### config.mk
export PLATFORM = sky130hd
export DESIGN_NAME = sprite_move_scheduler
export DESIGN_NICKNAME = d
export VERILOG_FILES = /design/src/rtl/sprite_pkg.sv /design/src/rtl/sprite_move_scheduler.sv
export SDC_FILE = /design/constraint.sdc
export NUM_CORES = 1
export LEC_CHECK = 0
export ABC_AREA = 1
export CAP_MARGIN = 0
export CORE_MARGIN = 4
export CORE_UTILIZATION = 48
export CTS_BUF_LIST = sky130_fd_sc_hd__clkbuf_8
export DETAILED_ROUTE_END_ITERATION = 8
export PLACE_DENSITY = 0.77
export SYNTH_ARGS = -nofsm -noshare
export SYNTH_HDL_FRONTEND = slang
export SYNTH_SLANG_ARGS = --single-unit
### constraint.sdc
create_clock -name i_clk -period 2.1 [get_ports i_clk]
set_clock_uncertainty 0.2 [all_clocks]
set_input_delay 0.525 -clock i_clk [delete_from_list [all_inputs] [get_ports i_clk]]
set_output_delay 0.525 -clock i_clk [all_outputs]
set_load 0.005 [all_outputs]
### src/rtl/sprite_pkg.sv
// Shared sprite constants: ids, direction codes, position widths and reset positions.
// Also used by the position-update datapath.
package sprite_pkg;

   localparam int NUM_SPRITES = 5;
   localparam int X_W         = 11;
   localparam int Y_W         = 10;
   localparam int BLOCK_STEP  = 15;

   localparam int PACMAN = 0;
   localparam int BLINKY = 1;
   localparam int PINKY  = 2;
   localparam int INKY   = 3;
   localparam int CLYDE  = 4;

   localparam logic [3:0] DIR_RIGHT = 4'b0001;
   localparam logic [3:0] DIR_UP    = 4'b0010;
   localparam logic [3:0] DIR_DOWN  = 4'b0100;
   localparam logic [3:0] DIR_LEFT  = 4'b1000;

   localparam logic [NUM_SPRITES-1:0][X_W-1:0] RESET_POS_X = {NUM_SPRITES{X_W'(10)}};
   localparam logic [NUM_SPRITES-1:0][Y_W-1:0] RESET_POS_Y = {NUM_SPRITES{Y_W'(10)}};

   typedef enum logic [2:0] {
      ST_IDLE,
      ST_ISSUE,
      ST_WAIT,
      ST_CAPTURE,
      ST_DONE
   } sched_state_t;

endpackage

### src/rtl/sprite_move_scheduler.sv
// Walks the shared position updater across all sprites once per accepted tick,
// owns the sprite position registers and reports Pacman/ghost collisions.
module sprite_move_scheduler
   import sprite_pkg::*;
#(
   parameter int UPD_LATENCY    = 1,
   parameter int GHOST_TICK_DIV = 2
) (
   input  logic                        i_clk,
   input  logic                        i_rst,
   input  logic                        i_tick,
   input  logic                        i_pause,
   input  logic [3:0]                  i_dir_pacman,
   input  logic [4*(NUM_SPRITES-1)-1:0] i_dir_ghosts,
   output logic [X_W-1:0]              o_upd_curr_x,
   output logic [Y_W-1:0]              o_upd_curr_y,
   output logic [3:0]                  o_upd_dir,
   output logic [2:0]                  o_upd_sprite,
   input  logic [X_W-1:0]              i_upd_new_x,
   input  logic [Y_W-1:0]              i_upd_new_y,
   output logic [NUM_SPRITES*X_W-1:0]  o_pos_x_flat,
   output logic [NUM_SPRITES*Y_W-1:0]  o_pos_y_flat,
   output logic                        o_busy,
   output logic                        o_frame_done,
   output logic [NUM_SPRITES-2:0]      o_collide_mask,
   output logic                        o_overrun
);

   localparam int IDX_W  = 3;
   localparam int DIV_W  = (GHOST_TICK_DIV > 1) ? $clog2(GHOST_TICK_DIV) : 1;
   localparam int WAIT_W = (UPD_LATENCY > 1) ? $clog2(UPD_LATENCY) : 1;

   sched_state_t r_state, w_state_nxt;

   logic [IDX_W-1:0]                  r_idx;
   logic [DIV_W-1:0]                  r_div_cnt;
   logic                              r_ghosts_en;
   logic [WAIT_W-1:0]                 r_wait_cnt;
   logic [NUM_SPRITES-1:0][3:0]       r_dir;
   logic [NUM_SPRITES-1:0][X_W-1:0]   r_pos_x;
   logic [NUM_SPRITES-1:0][Y_W-1:0]   r_pos_y;
   logic [X_W-1:0]                    r_upd_curr_x;
   logic [Y_W-1:0]                    r_upd_curr_y;
   logic [3:0]                        r_upd_dir;
   logic [2:0]                        r_upd_sprite;
   logic                              r_busy;
   logic                              r_frame_done;
   logic                              r_overrun;
   logic [NUM_SPRITES-2:0]            r_collide;

   logic                              w_accept;
   logic                              w_last;
   logic                              w_wait_last;
   logic                              w_div_wrap;
   logic [NUM_SPRITES-2:0]            w_collide;

   // State register
   always_ff @(posedge i_clk) begin
      if (i_rst) r_state <= ST_IDLE;
      else       r_state <= w_state_nxt;
   end

   // Next-state logic
   always_comb begin
      w_state_nxt = r_state;
      case (r_state)
         ST_IDLE:    if (w_accept) w_state_nxt = ST_ISSUE;
         ST_ISSUE:   w_state_nxt = ST_WAIT;
         ST_WAIT:    if (w_wait_last) w_state_nxt = ST_CAPTURE;
         ST_CAPTURE: w_state_nxt = w_last ? ST_DONE : ST_ISSUE;
         ST_DONE:    w_state_nxt = ST_IDLE;
         default:    w_state_nxt = ST_IDLE;
      endcase
   end

   // Decode of the current state; with ghosts disabled Pacman is the last sprite
   always_comb begin
      w_accept    = (r_state == ST_IDLE) && i_tick && !i_pause;
      w_last      = (r_idx == IDX_W'(NUM_SPRITES-1)) || !r_ghosts_en;
      w_wait_last = (r_wait_cnt == WAIT_W'(UPD_LATENCY-1));
      w_div_wrap  = (r_div_cnt == DIV_W'(GHOST_TICK_DIV-1));
   end

   for (genvar g = 1; g < NUM_SPRITES; g++) begin : g_collide
      assign w_collide[g-1] = (r_pos_x[0] == r_pos_x[g]) && (r_pos_y[0] == r_pos_y[g]);
   end

   always_ff @(posedge i_clk) begin
      if (i_rst) begin
         r_idx        <= '0;
         r_div_cnt    <= '0;
         r_ghosts_en  <= 1'b0;
         r_wait_cnt   <= '0;
         r_dir        <= '0;
         r_pos_x      <= RESET_POS_X;
         r_pos_y      <= RESET_POS_Y;
         r_upd_curr_x <= '0;
         r_upd_curr_y <= '0;
         r_upd_dir    <= '0;
         r_upd_sprite <= '0;
         r_busy       <= 1'b0;
         r_frame_done <= 1'b0;
         r_overrun    <= 1'b0;
         r_collide    <= '0;
      end else begin
         // DONE still counts as busy, so a tick landing there is dropped
         r_overrun    <= i_tick && !i_pause && r_busy;
         r_frame_done <= (r_state == ST_DONE);

         if (w_accept) begin
            r_dir[0] <= i_dir_pacman;
            for (int g = 1; g < NUM_SPRITES; g++)
               r_dir[g] <= i_dir_ghosts[4*g-4 +: 4];
            r_busy      <= 1'b1;
            r_idx       <= '0;
            r_ghosts_en <= w_div_wrap;
            r_div_cnt   <= w_div_wrap ? '0 : r_div_cnt + DIV_W'(1);
         end

         case (r_state)
            ST_ISSUE: begin
               for (int i = 0; i < NUM_SPRITES; i++) begin
                  if (r_idx == IDX_W'(i)) begin
                     r_upd_curr_x <= r_pos_x[i];
                     r_upd_curr_y <= r_pos_y[i];
                     r_upd_dir    <= r_dir[i];
                  end
               end
               r_upd_sprite <= r_idx;
               r_wait_cnt   <= '0;
            end
            ST_WAIT: r_wait_cnt <= r_wait_cnt + WAIT_W'(1);
            ST_CAPTURE: begin
               for (int i = 0; i < NUM_SPRITES; i++) begin
                  if (r_idx == IDX_W'(i)) begin
                     r_pos_x[i] <= i_upd_new_x;
                     r_pos_y[i] <= i_upd_new_y;
                  end
               end
               if (!w_last) r_idx <= r_idx + IDX_W'(1);
            end
            ST_DONE: begin
               r_collide <= w_collide;
               r_busy    <= 1'b0;
            end
            default: ;
         endcase
      end
   end

   assign o_upd_curr_x   = r_upd_curr_x;
   assign o_upd_curr_y   = r_upd_curr_y;
   assign o_upd_dir      = r_upd_dir;
   assign o_upd_sprite   = r_upd_sprite;
   assign o_pos_x_flat   = r_pos_x;
   assign o_pos_y_flat   = r_pos_y;
   assign o_busy         = r_busy;
   assign o_frame_done   = r_frame_done;
   assign o_collide_mask = r_collide;
   assign o_overrun      = r_overrun;

endmodule

==> metrics.cfg <==
[worst_setup_path]
end_kind = output port
cp_data_required_time_ns = 1.37
cp_slowest_cell = clkdlybuf4s50_1
timing.reg2reg.setup_slack_ns = 0.11
crit_fanout = 4
timing.critical_path.buf_inv = 1
arrival_ns = 1.34
cp_top_family = buffers and inverters
cpPeakStageDelay_ns = 0.52
criticalPathCategory = flip-flop to output port
startpoint_type = flip-flop
critical_path.cell_chain = clkdlybuf4s50_1

[status]
status = complete, no violations

[final_layout]
antenna_cells = 0
layout-drive-gt1-share_pct = 13.9
fill_cells = 1579
final_nets = 1632
final_util_pct = 65.7
fin_area_um2 = 11800
area_growth_pct = 34.9

[global_route]
grt_pass1_wl_um = 46200
first_global_vias = 9005
grt_max_degree = 49
grt_usage_pct = 28.8
grt_remaining_overflow = 0
grt_antenna_before_repair = 0

[floorplanning]
num_rows = 49
core-area_um2 = 17900
start_util_pct = 48.7
dieWidth_um = 143
die_y_um = 143
io_pins = 185
die_area_um2 = 20400

[pwr]
peakVddDrop_mv = 0.441
p_leak_nw = 5.58
p_per_area_nw_per_um2 = 557
power_mw = 6.55

[timing]
clock.fmax_mhz = 484
maxSlewHeadroom_pct = 63.2
fin_crit_sh_pct = 98.5
setup_viol = 0
hold_violations = 0
setup-tns-final_ns = 0
fin_ws_ns = 0.0323
tightest_slew_ns = 0.548
drv_slew = 0
period_minus_slack_ns = 2.07

[placed_design]
dpl_cell_area_um2 = 11000
place_hpwl_um = 21800
io_buffers = 184
gp_congestion = 0.958
preCtsSetupSlack_ns = -0.0531

[cts]
clk_path_buf_depth = 2
clk_pin_slew_ns = 0.09
numCtsBuffers = 17
clk_latency_ns = 0.46
ctsHoldBuffers = 0
root_buffer = clkbuf_8
cts.sinks = 169
cts_max_level = 4
cts_tree = built

[yosys]
synthesis.instances = 1378
ys_seq_elements = 169
yosys_warnings = 0
seq_area_frac_synth_pct = 38.8
synth_cell_types = 26
syn_area_um2 = 8720
syn_nets = 1429
syn_area_per_cell_um2 = 6.33

[job]
maxCapViolCount = 0

[route]
firstDrtPassIters = 6
drt_iter0_markers = 997
wl_per_cell_um = 16.7
viasPerCell = 5.35
wl_um = 30400
antenna_left = 0
drc = 0
vias = 9756

[hold_path]
min_path_type = flip-flop to flip-flop

-- synthesized netlist by cell type --
| master | number | area [µm²] |
|---|---|---|
| o21ai_1 | 10 | 50.1 |
| nor2_4 | 4 | 45.0 |
| nand3_4 | 1 | 17.5 |
| nand3_2 | 1 | 10.0 |
| clkbuf_1 | 30 | 113 |
| inv_2 | 8 | 30.0 |
| o22ai_1 | 1 | 6.26 |
| clkbuf_2 | 1 | 5.00 |
| buf_2 | 26 | 130 |
| nor2_1 | 156 | 586 |
| o211ai_1 | 14 | 105 |
| a21oi_1 | 120 | 601 |
| o21ai_0 | 136 | 681 |
| xor2_1 | 2 | 17.5 |
| a31oi_1 | 2 | 12.5 |
| buf_6 | 9 | 101 |
| ha_1 | 6 | 75.1 |
| xnor2_1 | 11 | 96.3 |
| nand2_2 | 3 | 18.8 |
| nand3_1 | 87 | 435 |
| inv_1 | 165 | 619 |
| nor3_1 | 3 | 15.0 |
| nor3_4 | 1 | 16.3 |
| dfxtp_1 | 169 | 3380 |
| buf_1 | 5 | 18.8 |
| nand2_1 | 407 | 1530 |
-- cell families (layout without fill, tap and decap cells) --
family                   count (synthesis)  in the layout  synth area share (%)
AO/OA/AOI/OAI                          283            283                  16.7
XOR/XNOR                                13             13                  1.31
AND/OR/NAND/NOR                        663            663                  30.6
buffers and inverters                  244            459                  11.7
adder cells (fa/ha/maj)                  6              6                 0.861
flip-flops                             169            169                  38.8
-- routing by layer --
layer	share of wire (%)	vias up	GRT usage, %
met5	0	-	0
met4	3.9	0	11.3
met3	10	99	6.70
met2	47	557	47.8
met1	40	4361	36.4
li1	-	4739	-
-- report_power, final --
part / switching, mW / total, mW / internal (mW)
logic: 0.567 / 0.982 / 0.414
clock network: 1.23 / 2.21 / 0.985
registers: 0.0747 / 3.35 / 3.28
total: 1.87 / 6.55 / 4.68
-- what timing repair did --
item	in CTS	in global routing
endpoints found under the setup margin	87	110
gates resized for setup	108	63
setup buffers	8	14
-- worst paths after layout --
| kind | start | endpoint | cells after the start |
|---|---|---|---|
| worst max-delay path | o_pos_x_flat[50] | o_pos_x_flat[50] | 1 |
| worst min-delay path | r_dir[15] | r_dir[15] | 2 |
| worst max register to register | r_idx[0] | o_upd_curr_y[8] | 9 |
| worst min register to register | r_dir[15] | r_dir[15] | 2 |
-- through the flow --
| step | cells | hold WS, ns |
|---|---|---|
| floorplan | 1378 | 0.223 |
| global placement | 1769 | 0.235 |
| detailed placement | 1769 | 0.246 |
| CTS | 1808 | 0.260 |
| global route | 1822 | 0.272 |
| finish | 1822 | 0.256 |
-- state kept, by name, indices dropped and copies added, names as in the netlist --
| name | flops |
|---|---|
| o_busy | 1 |
| r_dir | 20 |
| r_state | 3 |
| o_collide_mask | 4 |
| o_upd_dir | 4 |
| r_idx | 3 |
| r_ghosts_en | 1 |
| o_pos_x_flat | 55 |
| o_overrun | 1 |
| r_wait_cnt | 1 |
| o_upd_curr_y | 10 |
| o_frame_done | 1 |
| r_div_cnt | 1 |
| o_upd_sprite | 3 |
| o_upd_curr_x | 11 |
| o_pos_y_flat | 50 |
-- placed cells by master, fill, tap and decap left out, drive strengths merged, types with 4 or more instances in the layout --
cell | synthesis | final
nand2 | 410 | 410
inv | 173 | 175
dfxtp | 169 | 169
nor2 | 160 | 160
clkdlybuf4s50 | 0 | 151
o21ai | 146 | 146
a21oi | 120 | 120
nand3 | 89 | 89
buf | 40 | 71
dlymetal6s2s | 0 | 24
clkbuf | 31 | 19
o211ai | 14 | 14
xnor2 | 11 | 11
dlygate4sd2 | 0 | 9
ha | 6 | 6
clkinv | 0 | 5
clkinvlp | 0 | 4
nor3 | 4 | 4
-- layout make-up --
class                   instances  area (µm²)  share of cell area, %
multi-input cells             965        4320                   36.7
inverters                     173         654                   5.56
clock inverters                12         101                  0.862
repair buffers                255        2550                   21.7
well taps                     229         287                   2.44
clock buffers                  19         262                   2.22
flip-flops and latches        169        3590                   30.5
(Power assumes the default switching activity.)
